==> src/rtl/spi_txn_queue.sv <==
// spi_txn_queue: feeds an SPI master from a host-written TX FIFO, one transfer
// per word, and collects the words the master returns into an RX FIFO.
// A watchdog aborts any transfer the master does not complete in time.
//
// state     | meaning
// ----------+------------------------------------------------------------
// IDLE      | waiting for enable, a queued word, RX space and an idle master
// LAUNCH    | start_tx high for this single cycle; watchdog cleared
// WAIT_DONE | watchdog counting; waiting for master_irq
// STORE     | holding register pushed into the RX FIFO; done high
//
// Ports:
//   clk, rst                        clock, async active-high reset
//   enable                          permits new launches
//   wr_valid/wr_ready/wr_data       host write into TX FIFO
//   rd_valid/rd_ready/rd_data       host read from RX FIFO (show-ahead)
//   tx_level, rx_level              FIFO occupancies
//   done                            one-cycle pulse per word stored in RX
//   timeout_err, err_clr            sticky watchdog flag and its clear
//   start_tx, tx_data               launch pulse and word to the master
//   master_busy, master_irq,
//   master_rx_data                  status and returned word from the master
module spi_txn_queue #(
  parameter int DATA_WIDTH     = 32,
  parameter int DEPTH          = 8,
  parameter int TIMEOUT_CYCLES = 65535
) (
  input  logic                         clk,
  input  logic                         rst,
  input  logic                         enable,
  input  logic                         wr_valid,
  input  logic [DATA_WIDTH-1:0]        wr_data,
  output logic                         wr_ready,
  output logic                         rd_valid,
  output logic [DATA_WIDTH-1:0]        rd_data,
  input  logic                         rd_ready,
  output logic [$clog2(DEPTH):0]       tx_level,
  output logic [$clog2(DEPTH):0]       rx_level,
  output logic                         done,
  output logic                         timeout_err,
  input  logic                         err_clr,
  output logic                         start_tx,
  output logic [DATA_WIDTH-1:0]        tx_data,
  input  logic                         master_busy,
  input  logic                         master_irq,
  input  logic [DATA_WIDTH-1:0]        master_rx_data
);

  localparam int AW = $clog2(DEPTH);
  localparam int LW = AW + 1;
  localparam logic [23:0] WD_LAST = 24'(TIMEOUT_CYCLES - 1);

  typedef enum logic [1:0] {IDLE, LAUNCH, WAIT_DONE, STORE} state_t;

  state_t                state;
  logic [23:0]           watchdog;
  logic [DATA_WIDTH-1:0] hold;

  logic [DATA_WIDTH-1:0] tx_mem [DEPTH];
  logic [AW-1:0]         tx_wptr, tx_rptr;
  logic [LW-1:0]         tx_cnt;
  logic [DATA_WIDTH-1:0] rx_mem [DEPTH];
  logic [AW-1:0]         rx_wptr, rx_rptr;
  logic [LW-1:0]         rx_cnt;

  logic tx_push, tx_pop, rx_push, rx_pop, launch;

  assign wr_ready = (tx_cnt != LW'(DEPTH));
  assign rd_valid = (rx_cnt != '0);
  // Gated so rd_data reads zero whenever the RX FIFO is empty (incl. reset).
  assign rd_data  = rd_valid ? rx_mem[rx_rptr] : '0;
  assign tx_level = tx_cnt;
  assign rx_level = rx_cnt;

  // Launch only with RX space in hand, so STORE never meets a full RX FIFO.
  assign launch  = (state == IDLE) && enable && (tx_cnt != '0) &&
                   (rx_cnt != LW'(DEPTH)) && !master_busy;
  assign tx_push = wr_valid && wr_ready;
  assign tx_pop  = launch;
  assign rx_push = (state == STORE);
  assign rx_pop  = rd_valid && rd_ready;

  always_ff @(posedge clk) begin
    if (tx_push) tx_mem[tx_wptr] <= wr_data;
    if (rx_push) rx_mem[rx_wptr] <= hold;
  end

  // Pointers wrap naturally because DEPTH is a power of two.
  always_ff @(posedge clk or posedge rst) begin
    if (rst) begin
      tx_wptr <= '0;
      tx_rptr <= '0;
      tx_cnt  <= '0;
      rx_wptr <= '0;
      rx_rptr <= '0;
      rx_cnt  <= '0;
    end else begin
      if (tx_push) tx_wptr <= tx_wptr + 1'b1;
      if (tx_pop)  tx_rptr <= tx_rptr + 1'b1;
      if (rx_push) rx_wptr <= rx_wptr + 1'b1;
      if (rx_pop)  rx_rptr <= rx_rptr + 1'b1;
      case ({tx_push, tx_pop})
        2'b10:   tx_cnt <= tx_cnt + 1'b1;
        2'b01:   tx_cnt <= tx_cnt - 1'b1;
        default: tx_cnt <= tx_cnt;
      endcase
      case ({rx_push, rx_pop})
        2'b10:   rx_cnt <= rx_cnt + 1'b1;
        2'b01:   rx_cnt <= rx_cnt - 1'b1;
        default: rx_cnt <= rx_cnt;
      endcase
    end
  end

  always_ff @(posedge clk or posedge rst) begin
    if (rst) begin
      state       <= IDLE;
      watchdog    <= '0;
      hold        <= '0;
      tx_data     <= '0;
      start_tx    <= 1'b0;
      done        <= 1'b0;
      timeout_err <= 1'b0;
    end else begin
      start_tx <= 1'b0;
      done     <= 1'b0;
      case (state)
        IDLE: begin
          if (launch) begin
            tx_data  <= tx_mem[tx_rptr];
            start_tx <= 1'b1;
            state    <= LAUNCH;
          end
        end
        LAUNCH: begin
          watchdog <= '0;
          state    <= WAIT_DONE;
        end
        WAIT_DONE: begin
          watchdog <= watchdog + 1'b1;
          // Completion beats expiry when both land in the same cycle.
          if (master_irq) begin
            hold  <= master_rx_data;
            done  <= 1'b1;
            state <= STORE;
          end else if (watchdog == WD_LAST) begin
            timeout_err <= 1'b1;
            state       <= IDLE;
          end
        end
        STORE:   state <= IDLE;
        default: state <= IDLE;
      endcase
      // Placed last so a clear overrides a same-cycle set.
      if (err_clr) timeout_err <= 1'b0;
    end
  end

endmodule

==> config.mk <==
export PLATFORM = sky130hd
export DESIGN_NAME = spi_txn_queue
export DESIGN_NICKNAME = d
export VERILOG_FILES = /design/src/rtl/spi_txn_queue.sv
export SDC_FILE = /design/constraint.sdc
export NUM_CORES = 1
export LEC_CHECK = 0
export CAP_MARGIN = 20
export CORE_MARGIN = 2
export CORE_UTILIZATION = 30
export CTS_BUF_LIST = sky130_fd_sc_hd__clkbuf_2 sky130_fd_sc_hd__clkbuf_4 sky130_fd_sc_hd__clkbuf_8
export CTS_CLUSTER_SIZE = 28
export DETAILED_ROUTE_END_ITERATION = 16
export PLACE_DENSITY_LB_ADDON = 0.15
export REMOVE_ABC_BUFFERS = 1
export SLEW_MARGIN = 20
export SYNTH_ARGS = -nofsm -noshare
export SYNTH_HDL_FRONTEND = slang
export SYNTH_SLANG_ARGS = --single-unit
==> constraint.sdc <==
create_clock -name clk -period 7.3 [get_ports clk]
set_input_delay 1.46 -clock clk [delete_from_list [all_inputs] [get_ports clk]]
set_output_delay 1.46 -clock clk [all_outputs]
set_load 0.1 [all_outputs]
== Word level (Yosys, flattened, before mapping) ==
Memories as Yosys holds them, arrays and structs flattened. A register that Yosys moved wholly into a read port is not among the register bits.
Cells that the tools add are included.

* Multiplexer cells: 20
* Reduce and logical (&&, ||, !) cells: 19
* Eq/ne operators: 13
* Add/subtract/negate cells: 9

{| class="wikitable"
|+ Operator list
! operator !! number
|-
| $pmux W24 S2 || 1
|-
| $mux W32 || 1
|-
| $add A24 B1 Y24 const B || 1
|-
| $eq A24 B16 Y1 const B || 1
|-
| $pmux W4 S2 || 2
|-
| $add A3 B1 Y3 const B || 4
|-
| $mux W1 || 12
|-
| $reduce_bool A2 Y1 || 5
|-
| $add A4 B1 Y4 const B || 2
|-
| $eq A2 B2 Y1 const B || 4
|-
| $ne A4 B4 Y1 const B || 2
|-
| $pmux W2 S4 || 1
|-
| $reduce_bool A4 Y1 || 2
|-
| $sub A4 B1 Y4 const B || 2
|-
| $eq A2 B1 Y1 const B || 3
|-
| $logic_and A1 B1 Y1 || 6
|-
| $mux W2 || 3
|-
| $reduce_and A2 Y1 || 3
|-
| $ne A2 B2 Y1 const B || 2
|-
| $ne A3 B3 Y1 const B || 1
|-
| $reduce_and A3 Y1 || 1
|-
| $logic_not A2 Y1 || 1
|-
| $logic_not A1 Y1 || 1
|}

* Memories: 2
* Bits in registers: 81
* Logic and storage cells: 75
* Output and inout bits: 77
* Bits in writable memories: 512

{| class="wikitable"
|+ Memories
! memory !! depth !! width !! rd ports !! clocked after Yosys merged registers in !! wr ports !! line !! text
|-
| rx_mem || 8 || 32 || 1 || 0 || 1 || 62 || <nowiki>logic [DATA_WIDTH-1:0] rx_mem [DEPTH];</nowiki>
|-
| tx_mem || 8 || 32 || 1 || 1 || 1 || 59 || <nowiki>logic [DATA_WIDTH-1:0] tx_mem [DEPTH];</nowiki>
|}

== Longest topological paths before layout ==
* Depth after elaboration: 7
* Mapped depth: 14
* Depth with buffers taken out: 11

== Least setup slack after synthesis ==
OpenSTA, ideal clock, no wires.

* Path kind: reg2reg
* Start: reg tx_cnt[1] (netlist: tx_level[1])
* End: mem tx_mem[0][0] (enable)
* Library setup time: 0.461 ns
* Data required time: 6.839 ns
* Data arrival time: 4.872 ns
* Cell stages (with the launch flop): 7
* Path buffers: 1
* Setup slack: 1.967 ns
* Cells stage by stage: dfrtp_1 clkbuf_1 nor3_1 nand2_1 nand2_1 or2_2 nor3_1

* Cells in the longest elaborated chain, start to end: 4

{| class="wikitable"
|+ Ends and longest elaborated chain
! element !! line !! text
|-
| from (decl) || 61 || <nowiki>logic [LW-1:0] tx_cnt;</nowiki>
|-
| from (signal assigned) || 103 || <nowiki>2'b10: tx_cnt <= tx_cnt + 1'b1;</nowiki>
|-
| from (signal assigned) || 104 || <nowiki>2'b01: tx_cnt <= tx_cnt - 1'b1;</nowiki>
|-
| from (signal assigned) || 105 || <nowiki>default: tx_cnt <= tx_cnt;</nowiki>
|-
| $ne A4 B4 Y1 || 68 || <nowiki>assign wr_ready = (tx_cnt != LW'(DEPTH));</nowiki>
|-
| named net wr_ready || 33 || <nowiki>output logic wr_ready,</nowiki>
|-
| $logic_and A1 B1 Y1 || 78 || <nowiki>assign tx_push = wr_valid && wr_ready;</nowiki>
|-
| $mux W1 || 84 || <nowiki>if (tx_push) tx_mem[tx_wptr] <= wr_data;</nowiki>
|-
| $mux W1 (not written as such) || 84 ||
|-
| to (decl) || 59 ||
|}

The timed path passes the listed nets, and every way through them passes these cells.

== Worst setup path in the final report ==
* Start: reg rx_rptr[0]
* End: out rd_data[16]

* Cells in the longest elaborated chain, start to end: 2

{| class="wikitable"
|+ Ends and longest elaborated chain
! element !! line !! text
|-
| from (decl) || 63 || <nowiki>logic [AW-1:0] rx_wptr, rx_rptr;</nowiki>
|-
| from (signal assigned) || 101 || <nowiki>if (rx_pop) rx_rptr <= rx_rptr + 1'b1;</nowiki>
|-
| $mem_v2 Z8 W32 || n/a ||
|-
| $mux W32 || 71 || <nowiki>assign rd_data = rd_valid ? rx_mem[rx_rptr] : '0;</nowiki>
|-
| to (decl) || 35 || <nowiki>output logic [DATA_WIDTH-1:0] rd_data,</nowiki>
|}

No other way between the ends.

==> impl_metrics.toml <==
[clocking]
cts_resized = 0
clk_latency_ns = 0.70
clock_path_buffers = 3
cts_tree = "done"
postCtsSetupBuffers = 0
cts.sinks = 625
h-tree-depth = 3
path_clk_slew_ns = 0.06
cts_hold_buf = 0
cts-root-buf = "clkbuf_8"
cts_inserted_buffers = 110

[global_route]
gr-total-overflow = 0
grt_pass1_wl_mm = 83.2
grt_start_max_net_pins = 69
grt_usage = 0.136
grt_pass1_vias = 13000
antenna_found_initial = 7

[routing]
drcViolationCount = 0
ant_nets = 0
num_vias = 11900
dr_wl_met3_mm = 2.95
routed_wl_mm = 55.4
top_layer = "met5"
m1WireLength_mm = 23.3
via_per_inst = 4.56
drtIter0Drc = 634
wl_met2_mm = 28.0
wl_per_cell_um = 21.2
firstDrtPassIters = 4

[synth]
yosys-top-cells-area = "edfxtp_1 (64%), mux4_2 (12%), dfrtp_1 (12%)"
synthAdderAreaFrac = 0.00912
yosysTopAreaCell = "edfxtp_1"
seq_area_frac_synth = 0.754
synth-compound-area-share = 0.0124
yosys_warnings = 0
synth_mux_area_frac = 0.164
yosysMostFrequentCell = "edfxtp_1"
synth-simple-area-share = 0.0354
synth_top_family_by_area = "multiplexers"
yosys.area_share.xor_xnor = 0.0123
synth_cell_types = 42
ys_seq_elements = 625
synth_edf_count = 512
synth_cells = 1222
syn_area_mm2 = 0.0241
synth_top_cell_area_share = 0.637
synthFlopType = "edfxtp_1"
avgSynthCellArea_um2 = 19.7
synthTopCellsByCount = "edfxtp_1 (512), mux4_2 (128), dfrtp_1 (113)"
async_reset_ff_frac = 0.181

[floorplan]
pin_count = 149
die_height_um = 288
initial_core_util = 0.302
die_w_um = 288
row_count = 104
die-area_mm2 = 0.0827
coreArea_mm2 = 0.0800

[sta]
finalMaxSlewViolations = 0
max_slew_margin = 0.301
rsz0062_at_grt = "no"
period_share = 0.728
setup_viol = 0
tns_ns = 0
timing.fmax_ghz = 0.188
worstMarginPinSlew_ns = 1.05
min_period_ns = 5.32
fin_skew_ns = 0.0373
worst_hold_slack_ns = 0.480
hold_viol = 0

[layout]
multi_input_area_mm2 = 0.00576
seq_area_mm2 = 0.0182
fillers = 7448
drive_gt1_frac = 0.270
syn2layout_area_growth_pct = 22.1
nNetsFinal = 1546
n_antenna_cell = 0

[placed_design]
place_congestion = 0.672
dpl.hpwl_mm = 29.6
io_buffers = 148

[worst_setup_path]
cpPeakStageDelay_ns = 0.99
critPathCaptureType = "output port"
crit_start = "rx_rptr[0]"
crit_slowest_cell = "clkdlybuf4s50_1"
required_ns = 5.84
path_buf_inv = 2
start_kind = "register"
worstPathArrival_ns = 3.86
worstPathCellList = "buf_4 -> mux4_2 -> mux2i_1 -> nor2_1 -> clkdlybuf4s50_1"
path_delay_family = "buffers and inverters"
r2r_start = "tx_level[0]"
worstSetupPathType = "register to output port"
crit_path_max_fanout = 28

[run]
max_cap_violations = 0

[pwr]
cellPowerDensity_mw_per_mm2 = 468
vdd_drop_max_mv = 0.339
power_leakage_nw = 10.1

[min_path]
min-delay-start = "tx_data[13]"
hp-class = "register to register"

[run_status]
status = "finished clean"
[layout make-up]
type                    count  share of cell area
clock buffers             155              0.0660
clock inverters            53              0.0151
inverters                  19             0.00259
multi-input cells         523               0.195
flip-flops and latches    625               0.618
well taps                1060              0.0450
repair buffers            178              0.0577
[per-stage QoR]
stage / cell area, um2 / std cells / setup WS (ns) / total power, mW / utilization
after global routing: 29500 / 2613 / 1.67 / 14.5 / 0.368
final: 29500 / 2613 / 1.98 / 13.8 / 0.368
after detailed placement: 27100 / 2405 / 2.56 / 10.6 / 0.338
after floorplan: 23900 / 1167 / 1.37 / 9.11 / -
after CTS: 29500 / 2613 / 1.77 / 14.1 / 0.368
after global placement: 27100 / 2405 / 2.56 / 10.6 / 0.338
[cell usage in the layout, fill, tap and decap left out, drive strengths merged, types with 14 or more instances in the layout]
cell           instances
mux2i                 67
mux2                  36
edfxtp               512
clkbuf               155
xor2                  14
buf                   32
mux4                 128
nand2                 64
ha                    16
dfrtp                113
o21ai                 39
clkinv                39
nor2                  68
inv                   21
clkdlybuf4s50        146
xnor2                 20
[cells by family after synthesis]
kind of cell,Yosys count
compound gates,55
simple gates,186
buf+inv,74
mux,231
flops,625
xor+xnor,34
fa+ha+maj,17
[power breakdown]
part,switching [mW],internal (mW),total [mW],leakage [nW]
clock,1.45,1.98,3.42,1.27
combinational,3.43,1.65,5.08,2.73
sequential,0.576,4.72,5.30,6.06
total,5.45,8.35,13.8,10.1
[registers in the layout, summed over array words and instances (netlist names)]
register     flops
done             1
hold            32
rx_level         4
rx_mem         256
rx_rptr          3
rx_wptr          3
start_tx         1
state            2
timeout_err      1
tx_data         32
tx_level         4
tx_mem         256
tx_rptr          3
tx_wptr          3
watchdog        24
[metal layers]
layer	vias to the layer above	GRT usage
li1	5317	-
met3	102	0.0406
met2	210	0.235
met1	6277	0.165
met5	-	0
met4	14	0.0371
[worst register-to-register path, stage by stage (launching register included)]
cell and delay (ns):
dfrtp_1 0.47, nor4_1 0.55, nor4_1 0.12, nand2_2 0.09
buf_4 0.61, inv_1 0.18, ha_1 0.29, xor2_1 0.16
ha_1 0.18, a21oi_1 0.14, xor2_1 0.16, nor2_1 0.07
xor2_1 0.14
[path summary, 6_finish.rpt]
check / to / slack (ns) / cells past startpoint
setup reg to reg: tx_level[2] / 4.02 / 12
max in group asynchronous: rx_rptr[1] / 4.87 / 3
hold / removal: tx_data[13] / 0.48 / 2
hold reg to reg: tx_data[13] / 0.48 / 2
min in group asynchronous: tx_data[29] / 1.14 / 2
setup / recovery: rd_data[16] / 1.98 / 5
(Power assumes the default switching activity.)
